File: config.mk
export PLATFORM = sky130hd
export DESIGN_NAME = dyt_rf_wb_arbiter
export DESIGN_NICKNAME = d
export VERILOG_FILES = /design/src/rtl/dyt_pkg.sv /design/src/rtl/dyt_rr_arb2.sv /design/src/rtl/dyt_rf_wb_arbiter.sv
export SDC_FILE = /design/constraint.sdc
export NUM_CORES = 1
export LEC_CHECK = 0
export ABC_AREA = 1
export ABC_CLOCK_PERIOD_IN_PS = 1660
export CORE_ASPECT_RATIO = 0.5
export CORE_MARGIN = 5
export CORE_UTILIZATION = 31
export CTS_CLUSTER_SIZE = 20
export DETAILED_ROUTE_END_ITERATION = 10
export PLACE_DENSITY_LB_ADDON = 0.25
export SYNTH_ARGS = -nofsm -noshare
export SYNTH_HDL_FRONTEND = slang
export SYNTH_HIERARCHICAL = 1
export SYNTH_SLANG_ARGS = --single-unit
File: constraint.sdc
create_clock -name clk -period 1.66 [get_ports clk]
set_input_delay 0.332 -clock clk [delete_from_list [all_inputs] [get_ports clk]]
set_output_delay 0.332 -clock clk [all_outputs]
set_load 0.05 [all_outputs]
File: src/rtl/dyt_pkg.sv
// Shared definitions for the register-file writeback arbiter.
// Holds the default address/data widths, the register count derived from
// the address width, and the requester-ID encoding used by the round-robin
// arbiter (A = ALU = 0, B = load unit = 1).
package dyt_pkg;

    localparam int ADDR_WIDTH = 4;
    localparam int DATA_WIDTH = 32;
    localparam int NUM_WORDS  = 2 ** ADDR_WIDTH;

    typedef enum logic {
        REQ_A = 1'b0,
        REQ_B = 1'b1
    } req_id_t;

endpackage

File: src/rtl/dyt_rr_arb2.sv
// Two-input round-robin arbiter.
// Ports:
//   clk, rst            clock, asynchronous active-low reset
//   a_valid, b_valid    request lines of requester A and requester B
//   a_grant, b_grant    combinational grants, at most one high per cycle
// A lone requester is granted immediately. Under contention the requester
// that did not win the last transfer is granted. The last-grant flop only
// moves when a grant is actually taken (grant implies valid, so every grant
// is a transfer). Reset leaves last_grant at B so A wins the first contention.
module dyt_rr_arb2
    import dyt_pkg::*;
(
    input  logic clk,
    input  logic rst,
    input  logic a_valid,
    input  logic b_valid,
    output logic a_grant,
    output logic b_grant
);

    req_id_t last_grant;

    // Grants are suppressed while reset is held so nothing can be accepted
    // into a register that is being cleared.
    always_comb begin
        a_grant = 1'b0;
        b_grant = 1'b0;
        if (rst) begin
            if (a_valid && b_valid) begin
                a_grant = (last_grant == REQ_B);
                b_grant = (last_grant == REQ_A);
            end else begin
                a_grant = a_valid;
                b_grant = b_valid;
            end
        end
    end

    always_ff @(posedge clk or negedge rst) begin
        if (!rst) begin
            last_grant <= REQ_B;
        end else if (a_grant) begin
            last_grant <= REQ_A;
        end else if (b_grant) begin
            last_grant <= REQ_B;
        end
    end

endmodule

File: src/rtl/dyt_rf_wb_arbiter.sv
// Register-file writeback arbiter with pending-write scoreboard.
// Ports:
//   clk, rst                       clock, asynchronous active-low reset
//   a_valid/a_addr/a_data, a_ready ALU writeback request and acceptance
//   b_valid/b_addr/b_data, b_ready load-unit writeback request and acceptance
//   iss_en/iss_addr                issue marks a destination register pending
//   r_a_addr, r_b_addr             source addresses under hazard check
//   haz_a, haz_b                   source has a pending write
//   w_en/w_addr/w_data             registered register-file write port
// One writeback is accepted per cycle and appears on the write port the
// following cycle. Register 0 is constant zero: writes to it are accepted
// but never reach the write port and it is never marked pending.
module dyt_rf_wb_arbiter #(
    parameter int ADDR_WIDTH = dyt_pkg::ADDR_WIDTH,
    parameter int DATA_WIDTH = dyt_pkg::DATA_WIDTH
) (
    input  logic                  clk,
    input  logic                  rst,
    input  logic                  a_valid,
    input  logic [ADDR_WIDTH-1:0] a_addr,
    input  logic [DATA_WIDTH-1:0] a_data,
    output logic                  a_ready,
    input  logic                  b_valid,
    input  logic [ADDR_WIDTH-1:0] b_addr,
    input  logic [DATA_WIDTH-1:0] b_data,
    output logic                  b_ready,
    input  logic                  iss_en,
    input  logic [ADDR_WIDTH-1:0] iss_addr,
    input  logic [ADDR_WIDTH-1:0] r_a_addr,
    input  logic [ADDR_WIDTH-1:0] r_b_addr,
    output logic                  haz_a,
    output logic                  haz_b,
    output logic                  w_en,
    output logic [ADDR_WIDTH-1:0] w_addr,
    output logic [DATA_WIDTH-1:0] w_data
);

    localparam int NUM_WORDS = 2 ** ADDR_WIDTH;

    logic                  xfer;
    logic [ADDR_WIDTH-1:0] sel_addr;
    logic [DATA_WIDTH-1:0] sel_data;
    logic [NUM_WORDS-1:0]  busy;
    logic [NUM_WORDS-1:0]  busy_next;

    dyt_rr_arb2 u_arb (
        .clk     (clk),
        .rst     (rst),
        .a_valid (a_valid),
        .b_valid (b_valid),
        .a_grant (a_ready),
        .b_grant (b_ready)
    );

    // Grants are one-hot and imply valid, so the winner's fields are the
    // transfer payload whenever xfer is high.
    assign xfer     = a_ready | b_ready;
    assign sel_addr = a_ready ? a_addr : b_addr;
    assign sel_data = a_ready ? a_data : b_data;

    // A transfer to register 0 is swallowed: accepted, but w_en stays low and
    // the port keeps its previous address/data.
    always_ff @(posedge clk or negedge rst) begin
        if (!rst) begin
            w_en   <= 1'b0;
            w_addr <= '0;
            w_data <= '0;
        end else if (xfer && (sel_addr != '0)) begin
            w_en   <= 1'b1;
            w_addr <= sel_addr;
            w_data <= sel_data;
        end else begin
            w_en   <= 1'b0;
        end
    end

    // Clear is applied before set so an issue to the register being written
    // back in the same cycle keeps it pending.
    always_comb begin
        busy_next = busy;
        if (w_en) begin
            busy_next[w_addr] = 1'b0;
        end
        if (iss_en) begin
            busy_next[iss_addr] = 1'b1;
        end
        busy_next[0] = 1'b0;
    end

    always_ff @(posedge clk or negedge rst) begin
        if (!rst) begin
            busy <= '0;
        end else begin
            busy <= busy_next;
        end
    end

    assign haz_a = busy[r_a_addr];
    assign haz_b = busy[r_b_addr];

endmodule

; ---- Word-level counts from Yosys, hierarchy flattened
; Cells that the tools add are included.
[op_classes]
n_lt_le_gt_ge = 6
n_mux = 19
bitwise_logic = 5
n_reduce_logical = 6
[op_table]
columns = operator, count
row1 = $mux 16, 2
row2 = $mux 32, 1
row3 = $lt 4x5->1 const B, 4
row4 = $and 16x16->16, 1
row5 = $not 16->16, 1
row6 = $or 16x16->16, 1
row7 = $mux 1, 11
row8 = $bmux 1 s4, 2
row9 = $demux 1 s4, 2
row10 = $ge 4x1->1 const B, 2
row11 = $logic_and 1x1->1, 4
row12 = $mux 4, 1
row13 = $reduce_bool 4->1, 1
row14 = $reduce_bool 2->1, 1
row15 = $not 1->1, 1
row16 = $or 1x1->1, 1
[totals]
ff_bits = 53
in_bits = 89
out_inout_bits = 41

; ---- Logic depth before layout (Yosys ltp)
[logic_depth]
depth_word = 9
depth_mapped = 13

; ---- Modules after synthesis
; Netlist, hierarchy kept.
[by_module_without_submodules]
columns = mod, instances, cells_per_inst, area_per_inst_um2, seq_area_each_um2
row1 = dyt_rf_wb_arbiter, 1, 431, 2937.8, 1301.2
row2 = dyt_rr_arb2, 1, 12, 73.8, 26.3

; ---- Worst setup path before layout
; No wires, ideal clock.
[synth_timing]
path_kind = input to register
start = input port rst
end = register w_addr[0]
t_arrival_ns = 1.845
required_time_ns = 1.540
setup_slack_ns = -0.304
path_stages = 8
path_buffers = 2
path_cell_list = nand2_1 > a21oi_1 > or2_1 > buf_4 > nand2_8 > buf_6 > nand2_1 > nand2_1
[synth_rtl]
columns = item, line_no
row1 = start: declaration, dyt_rf_wb_arbiter.sv:18  ; input logic rst,
row2 = $mux 1, dyt_rr_arb2.sv:28  ; if (rst) begin
row3 = net b_ready, dyt_rf_wb_arbiter.sv:26  ; output logic b_ready,
row4 = $or 1x1->1, dyt_rf_wb_arbiter.sv:57  ; assign xfer = a_ready | b_ready;
row5 = $logic_and 1x1->1, dyt_rf_wb_arbiter.sv:68  ; end else if (xfer && (sel_addr != '0)) begin
row6 = end signal: assignment, dyt_rf_wb_arbiter.sv:70  ; w_addr <= sel_addr;
row7 = end: declaration, dyt_rf_wb_arbiter.sv:34  ; output logic [ADDR_WIDTH-1:0] w_addr,
; The timed path passes the listed nets, and every way through them passes these cells.
; A chain may end at the register's enable or synchronous reset.

; ---- Worst setup path in the final report
[layout_timing]
start = register u_arb.last_grant
end = output port a_ready
[layout_between]
elab_chain_cells = 2
[layout_lines]
columns = item, line_no
row1 = start: declaration, dyt_rr_arb2.sv:21  ; req_id_t last_grant;
row2 = start signal: assignment, dyt_rr_arb2.sv:41  ; last_grant <= REQ_B;
row3 = start signal: assignment, dyt_rr_arb2.sv:43  ; last_grant <= REQ_A;
row4 = start signal: assignment, dyt_rr_arb2.sv:45  ; last_grant <= REQ_B;
row5 = $mux 1, dyt_rr_arb2.sv:29  ; if (a_valid && b_valid) begin
row6 = $mux 1, dyt_rr_arb2.sv:28
row7 = end: declaration, dyt_rf_wb_arbiter.sv:22  ; output logic a_ready,
; No other way between the ends.

==> run summary <==
outcome -> finished with violations
failing checks -> negative setup slack
Synth Register Bits -> 53
Final WS setup -> -0.117 ns
commonest non-fill, non-tap cells in the layout -> nand2_1 (211), clkdlybuf4s50_1 (79), buf_4 (57)
fraction of layout instances using a drive strength above 1 -> 0.276
async set or reset register ratio after synthesis -> 1.00
min cycle time layout -> 1.78 ns
area of the multi-input gates -> 1730 sq um
CTS root buf -> clkbuf_16
Fin Clk Skew -> 0.00662 ns
hpwl dp -> 7030 um
Setup TNS -> -2.31 ns
DP Area -> 4530 sq um
antenna-violating nets left -> 0
CTS max path bufs -> 2
Setup crit end kind -> output pin
I/O Buffers -> 129
DR pass1 iterations -> 4
endpoints failing setup -> 36
row cnt -> 25
drt drc -> 0
EDFF count, synth -> 0
fin nets -> 692
Synth Instances -> 443
CP Data Required Time -> 1.33 ns
# H-tree levels -> 2
total CTS buffers -> 5
Die Area -> 11,900 sq um
Synth Flop Type -> dfrtp_1
Core Area -> 9450 sq um
diode count -> 0
GRT Overall Usage -> 0.159
peak supply drop -> 0.000475 V
Reg clk slew, reported paths -> 0.06 ns
clk_lat worst skew -> 0.29 ns
Mapped Area -> 3010 sq um
GP Congestion -> 0.895
worst relative slew slack -> 0.579
Die Span X -> 149 um
Vias/cell -> 4.51
fin area -> 5270 sq um
P_leak -> 0.00265 uW
Yosys Warn Count -> 6
initial antenna violation count -> 0
most common cell after layout, fill and taps aside -> nand2_1
power per cell area -> 1120 nW/um^2
Worst-Margin Slew -> 0.631 ns
Hold Path Class -> in -> async
fillcell total -> 896
count of cell types in the netlist -> 18
PnR Total Power -> 5880 uW
largest net degree at the start of global routing -> 51
critical path startpoint category -> flip-flop
net count after synthesis -> 532
Syn Area/Cell -> 6.80 sq um
Max Freq -> 563 MHz
global route overflow -> 0
Starting Density -> 0.319
sequential standard cell area -> 1330 sq um
unrepaired setup endpoints after global routing -> true
Sink Count -> 53
CTS tree -> yes
hold slack -> 0.140 ns
final hold vios -> 0
Max Slew Vio Count -> 0
crit path DAT -> 1.44 ns
Crit Path Max Fanout -> 4
area delta synth->final -> 74.9%
Crit Path Class -> reg -> out
DRT iter0 DRCs -> 147
vias in the first global route -> 3,124
sequential element share of the synthesized area -> 0.441
DR vias -> 3,332
final wirelength -> 10,000 um
period utilization -> 1.07
first-pass GRT wire length -> 15,400 um
routed length per instance -> 13.6 um
I/O pin count -> 130
Die Height -> 79.7 um
Max-Cap Viols -> 0
==> critical path: stages (launching register included) <==
cell	delay [ns]
dfstp_2	0.54
inv_2	0.04
nand2_2	0.06
nand2_4	0.06
clkinvlp_4	0.11
buf_4	0.13
buf_12	0.10
buf_12	0.12
==> routing by layer <==
| metal | wire [um] | track usage | share of wire |
|---|---|---|---|
| met5 | 0 | 0 | 0 |
| met4 | 148 | 0.0384 | 0.015 |
| met3 | 538 | 0.0374 | 0.054 |
| met2 | 5000 | 0.279 | 0.50 |
| met1 | 4340 | 0.200 | 0.43 |
==> sequential cells by signal (all words and copies together), names as in the netlist <==
signal	count
busy	15
w_en	1
w_data	32
u_arb/last_grant	1
w_addr	4
==> report_power, final <==
| group | leakage, uW | internal, uW | switching, uW |
|---|---|---|---|
| Sequential | 0.000628 | 1660 | 274 |
| Clock | 0.0000841 | 754 | 442 |
| Combinational | 0.00194 | 1070 | 1680 |
| Total | 0.00265 | 3490 | 2390 |
==> repair_timing <==
item | in CTS | in global routing
buffers inserted | 8 | 7
cloned | 4 | 4
pin swaps | 13 | 24
endpoints found under the hold margin | 2 | 0
hold buffers | 1 | 0
endpoints found under the setup margin | 40 | 40
resized for setup | 42 | 48
==> through the flow <==
stage / instances / setup slack (ns) / utilization
2_1_floorplan: 443 / -0.132 / -
3_3_place_gp: 707 / -0.366 / 0.480
3_5_place_dp: 707 / -0.419 / 0.480
4_1_cts: 728 / -0.0765 / 0.526
5_1_grt: 739 / -0.185 / 0.558
6_report: 739 / -0.117 / 0.558
==> path summary, 6_finish.rpt <==
path	from	endpoint	slack, ns	depth (start not counted)
min in group clk	w_data[24]$_DFFE_PN0P_	w_data[24]$_DFFE_PN0P_	0.48	2
max in group asynchronous	rst	busy[14]$_DFF_PN0_	0.91	3
min reg2reg	w_data[24]$_DFFE_PN0P_	w_data[24]$_DFFE_PN0P_	0.48	2
max reg2reg	u_arb/last_grant$_DFFE_PN1P_	w_addr[1]$_DFFE_PN0P_	-0.09	12
min	rst	u_arb/last_grant$_DFFE_PN1P_	0.14	2
max	u_arb/last_grant$_DFFE_PN1P_	a_ready	-0.12	7
==> cells in the mapped netlist (2+ instances only) <==
master / n / area share
nand2_1: 224 / 0.28
nand3_1: 73 / 0.12
dfrtp_1: 52 / 0.43
inv_1: 33 / 0.041
o21ai_0: 27 / 0.045
buf_2: 7 / 0.012
clkbuf_1: 6 / 0.0075
buf_6: 4 / 0.015
inv_2: 3 / 0.0037
o31ai_1: 3 / 0.0075
buf_4: 2 / 0.0050
nand2_2: 2 / 0.0042
nor2_2: 2 / 0.0042
==> cells by family (layout without fill, tap and decap cells) <==
logic type             after synthesis  after routing  share of synthesized area
and+or+nand+nor                    304            307                      0.421
buffers and inverters               55            213                     0.0839
DFF                                 53             53                      0.441
AOI/OAI and AO/OA                   31             31                     0.0540
==> area by class of cell <==
| cell class | instances | share of cell area |
|---|---|---|
| Tap cell | 135 | 0.0321 |
| Inverter | 36 | 0.0268 |
| Clock buffer | 7 | 0.0271 |
| Clock inverter | 1 | 0.00570 |
| Timing Repair Buffer | 168 | 0.326 |
| Multi-Input combinational cell | 338 | 0.329 |
| Sequential cell | 53 | 0.252 |
| Timing Repair inverter | 1 | 0.000950 |
(Power assumes the default switching activity.)
==> edit: new RTL, same flow settings <==
Reset style: synchronous (`rst`), changed in 3 clocked blocks. Comments in the files are not updated.
--- a/src/rtl/dyt_rr_arb2.sv
+++ b/src/rtl/dyt_rr_arb2.sv
@@ -38,3 +38,3 @@
 
-    always_ff @(posedge clk or negedge rst) begin
+    always_ff @(posedge clk) begin
         if (!rst) begin
--- a/src/rtl/dyt_rf_wb_arbiter.sv
+++ b/src/rtl/dyt_rf_wb_arbiter.sv
@@ -62,3 +62,3 @@
     // the port keeps its previous address/data.
-    always_ff @(posedge clk or negedge rst) begin
+    always_ff @(posedge clk) begin
         if (!rst) begin
@@ -89,3 +89,3 @@
 
-    always_ff @(posedge clk or negedge rst) begin
+    always_ff @(posedge clk) begin
         if (!rst) begin
Function: differs if rst is asserted again (counterexample within 4 cycles, from zero or initial values and one cycle with rst low); with rst held inactive, the same outputs for 10 cycles.
==> edit against the original RTL <==
  * Setup slack better by 0.18 ns
  * Combinational power is 48% lower
  * Final cell count shrank 8.5%
  * Largest power group is now registers
  * Cell area down 5.3%
  * Total power fell by 34%
  * Highest routed layer unchanged
  * Area after synthesis is 3.3% lower
  * Routed wire length shrank 7.7%
  * Sequential cell count unchanged
==> edit: results (changes against the original RTL) <==
Clocking
  • Number of H-tree branching levels: 2 (unchanged)
  • Clock transition at the registers of the reported paths: 0.07 ns
  • Root buf cell: clkbuf_16 (unchanged)
  • Number of buffers inserted during clock tree synthesis: 5 (unchanged)
  • Clock insertion delay at the later pin of the skew report: 0.29 ns (about the same)
  • Clock tree buffer depth: 2 (unchanged)

Setup path
  • Crit-path max FO: 2 (was 4)
  • Capturing instance or port of the critical path: haz_b (was a_ready)
  • Setup slack, reg-to-reg: 0.06 ns (was -0.09 ns)
  • Critical path arrival: 1.27 ns (was 1.44 ns)
  • Startpoint of the worst setup timing path: busy[13] (was u_arb/last_grant)
  • RR Endpoint: w_data[21] (was w_addr[1])
  • R2r startpoint: u_arb/last_grant (unchanged)
  • Worst-case reg-to-reg path depth: 12 (unchanged)

Power
  • Leakage power: 2.051 nW (was 2.649 nW)
  • Maximum vdd drop: 445.3 uV (was 475.1 uV)

Global route
  • Wire length of the first global-routing pass: 14,990 um (was 15,400 um)
  • Number of global-route vias before repair: 3,119 (was 3,124)
  • Pin count of the biggest net entering global routing: 35 (was 51)
  • Total routing usage reported by global routing: 0.1565 (was 0.1593)
  • Antenna violations before repair: 0 (unchanged)

Placed design
  • Placement-stage cell area: 4542 sq um (was 4534 sq um)
  • Final weighted congestion of routability-driven global placement: 0.9096 (was 0.8953)
  • Port Buf Inserts: 129 (unchanged)
  • Post-detailed-placement half-perimeter wirelength: 6690 um (was 7028 um)

Logic synthesis
  • Number of synthesized flops with an enable pin: 0 (unchanged)
  • FFs w/ async S/R, synth: 0 (was 1.000)
  • Biggest area contributors in the synthesized netlist: dfxtp_1, mux2i_1, nand3_1, nand2_1, a21oi_1 (was dfrtp_1, nand2_1, nand3_1, o21ai_0, inv_1)
  • Yosys cell types: 20 (was 18)
  • Top cells by count, synth: nand2_1, nand3_1, dfxtp_1 (was nand2_1, nand3_1, dfrtp_1)
  • Seq/Total Area, Yosys: 0.3643 (was 0.4408)
  • Yosys warns: 6 (unchanged)
  • Portion of synthesized cell area occupied by the leading cell type: 0.3643 (was 0.4321)
  • Synthesized netlist net count: 495 (was 532)

Min path
  • Worst min-delay path class: flop to flop (was input port to asynchronous set/reset pin)

STA
  • Slew headroom: 0.7562 (was 0.5793)
  • Post-route clock skew: 0.003777 ns (was 0.006615 ns)

Drt
  • Vias per cell: 4.797 (was 4.509)
  • Detailed-routing iteration count for the pre-antenna-repair pass: 4 (unchanged)
  • 1st-iter DRT viols: 126 (was 147)
  • Count of nets left with antenna violations after detail routing: 0 (unchanged)
  • Post-detailed-route wirelength per cell: 13.70 um (was 13.57 um)

Finish
  • Post-layout nets: 643 (was 692)
  • FILL cells: 884 (was 896)
  • Count of antenna diodes in the layout: 0 (unchanged)
  • Share of layout cells above drive strength 1: 0.2955 (was 0.2765)
  • Registers with the highest flip-flop counts: w_data (32), busy (15), w_addr (4) (unchanged)

Outcome
  • Outcome: finished clean (was finished, violations left)
[edit: cell count changes after synthesis, moves of 10 or more]
cell	change
a21oi_1	+50
a21oi_2	+10
dfrtp_1	-52
dfxtp_1	+53
inv_1	-10
mux2i_1	+32
nand2_1	-148
nand3_1	-15
nor2_1	+40
[edit: cell families after synthesis]
kind of cell,after synthesis,synth area share
and+or+nand+nor,181,0.2642
DFF,53,0.3643
buffers and inverters,50,0.08548
muxes,32,0.1100
AOI/OAI and AO/OA,90,0.1761
[edit: worst min path at each step]
stage / start / endpoint / slack (ns) / cells past startpoint
3_3_place_gp: w_data[24] / w_data[24] / 0.45 / 2
3_5_place_dp: w_data[26] / w_data[26] / 0.46 / 2
2_1_floorplan: rst / u_arb/last_grant / 0.42 / 1
5_1_grt: w_data[16] / w_data[16] / 0.50 / 2
4_1_cts: busy[13] / busy[13] / 0.48 / 2
6_report: w_data[24] / w_data[24] / 0.47 / 2
[edit: per-stage QoR]
| stage | instances | hold WS, ns | util | setup WS (ns) |
|---|---|---|---|---|
| after floorplan | 406 | 0.4165 | - | -0.04051 |
| after global placement | 657 | 0.4514 | 0.4889 | -0.3860 |
| after detailed placement | 657 | 0.4600 | 0.4889 | -0.4333 |
| after CTS | 675 | 0.4767 | 0.5212 | 0.003309 |
| after global routing | 676 | 0.4975 | 0.5370 | -0.07400 |
| final | 676 | 0.4719 | 0.5370 | 0.06259 |
[edit: cell type report]
cell class | count | share of cell area
clock buffers | 8 | 0.02734
inverters | 23 | 0.01731
multi-input cells | 303 | 0.3647
flip-flops and latches | 53 | 0.2142
well taps | 121 | 0.03035
repair buffers | 168 | 0.3461
[edit: worst max-delay path, stage by stage (launching register included)]
cell     delay [ns]
dfxtp_2        0.33
inv_2          0.05
a21oi_2        0.10
o21ai_1        0.07
nand3_1        0.12
nand3_2        0.09
nand2_2        0.09
buf_12         0.13
[edit: routing by layer]
metal / share of wire / GRT usage / up-vias / wire, um
li1: - / - / 1680 / -
met1: 0.42 / 0.1815 / 1491 / 3845
met2: 0.53 / 0.2954 / 64 / 4937
met3: 0.042 / 0.03806 / 8 / 389
met4: 0.0093 / 0.03160 / 0 / 86
met5: 0 / 0 / - / 0
[edit: where the power goes]
group,switching [mW],internal (mW),leakage [nW],total (mW)
clock network,0.442,0.562,0.0652,1.00
registers,0.0756,1.37,0.438,1.45
logic,0.777,0.652,1.55,1.43
total,1.29,2.58,2.05,3.88
[edit: timing repair]
action / 4_1_cts / 5_1_grt
setup endpoints to repair: 41 / 39
pin swaps: 10 / 37
resized for setup: 29 / 60
hold endpoints to repair: 0 / 0
buffers inserted: 6 / 2
cloned: 4 / 1
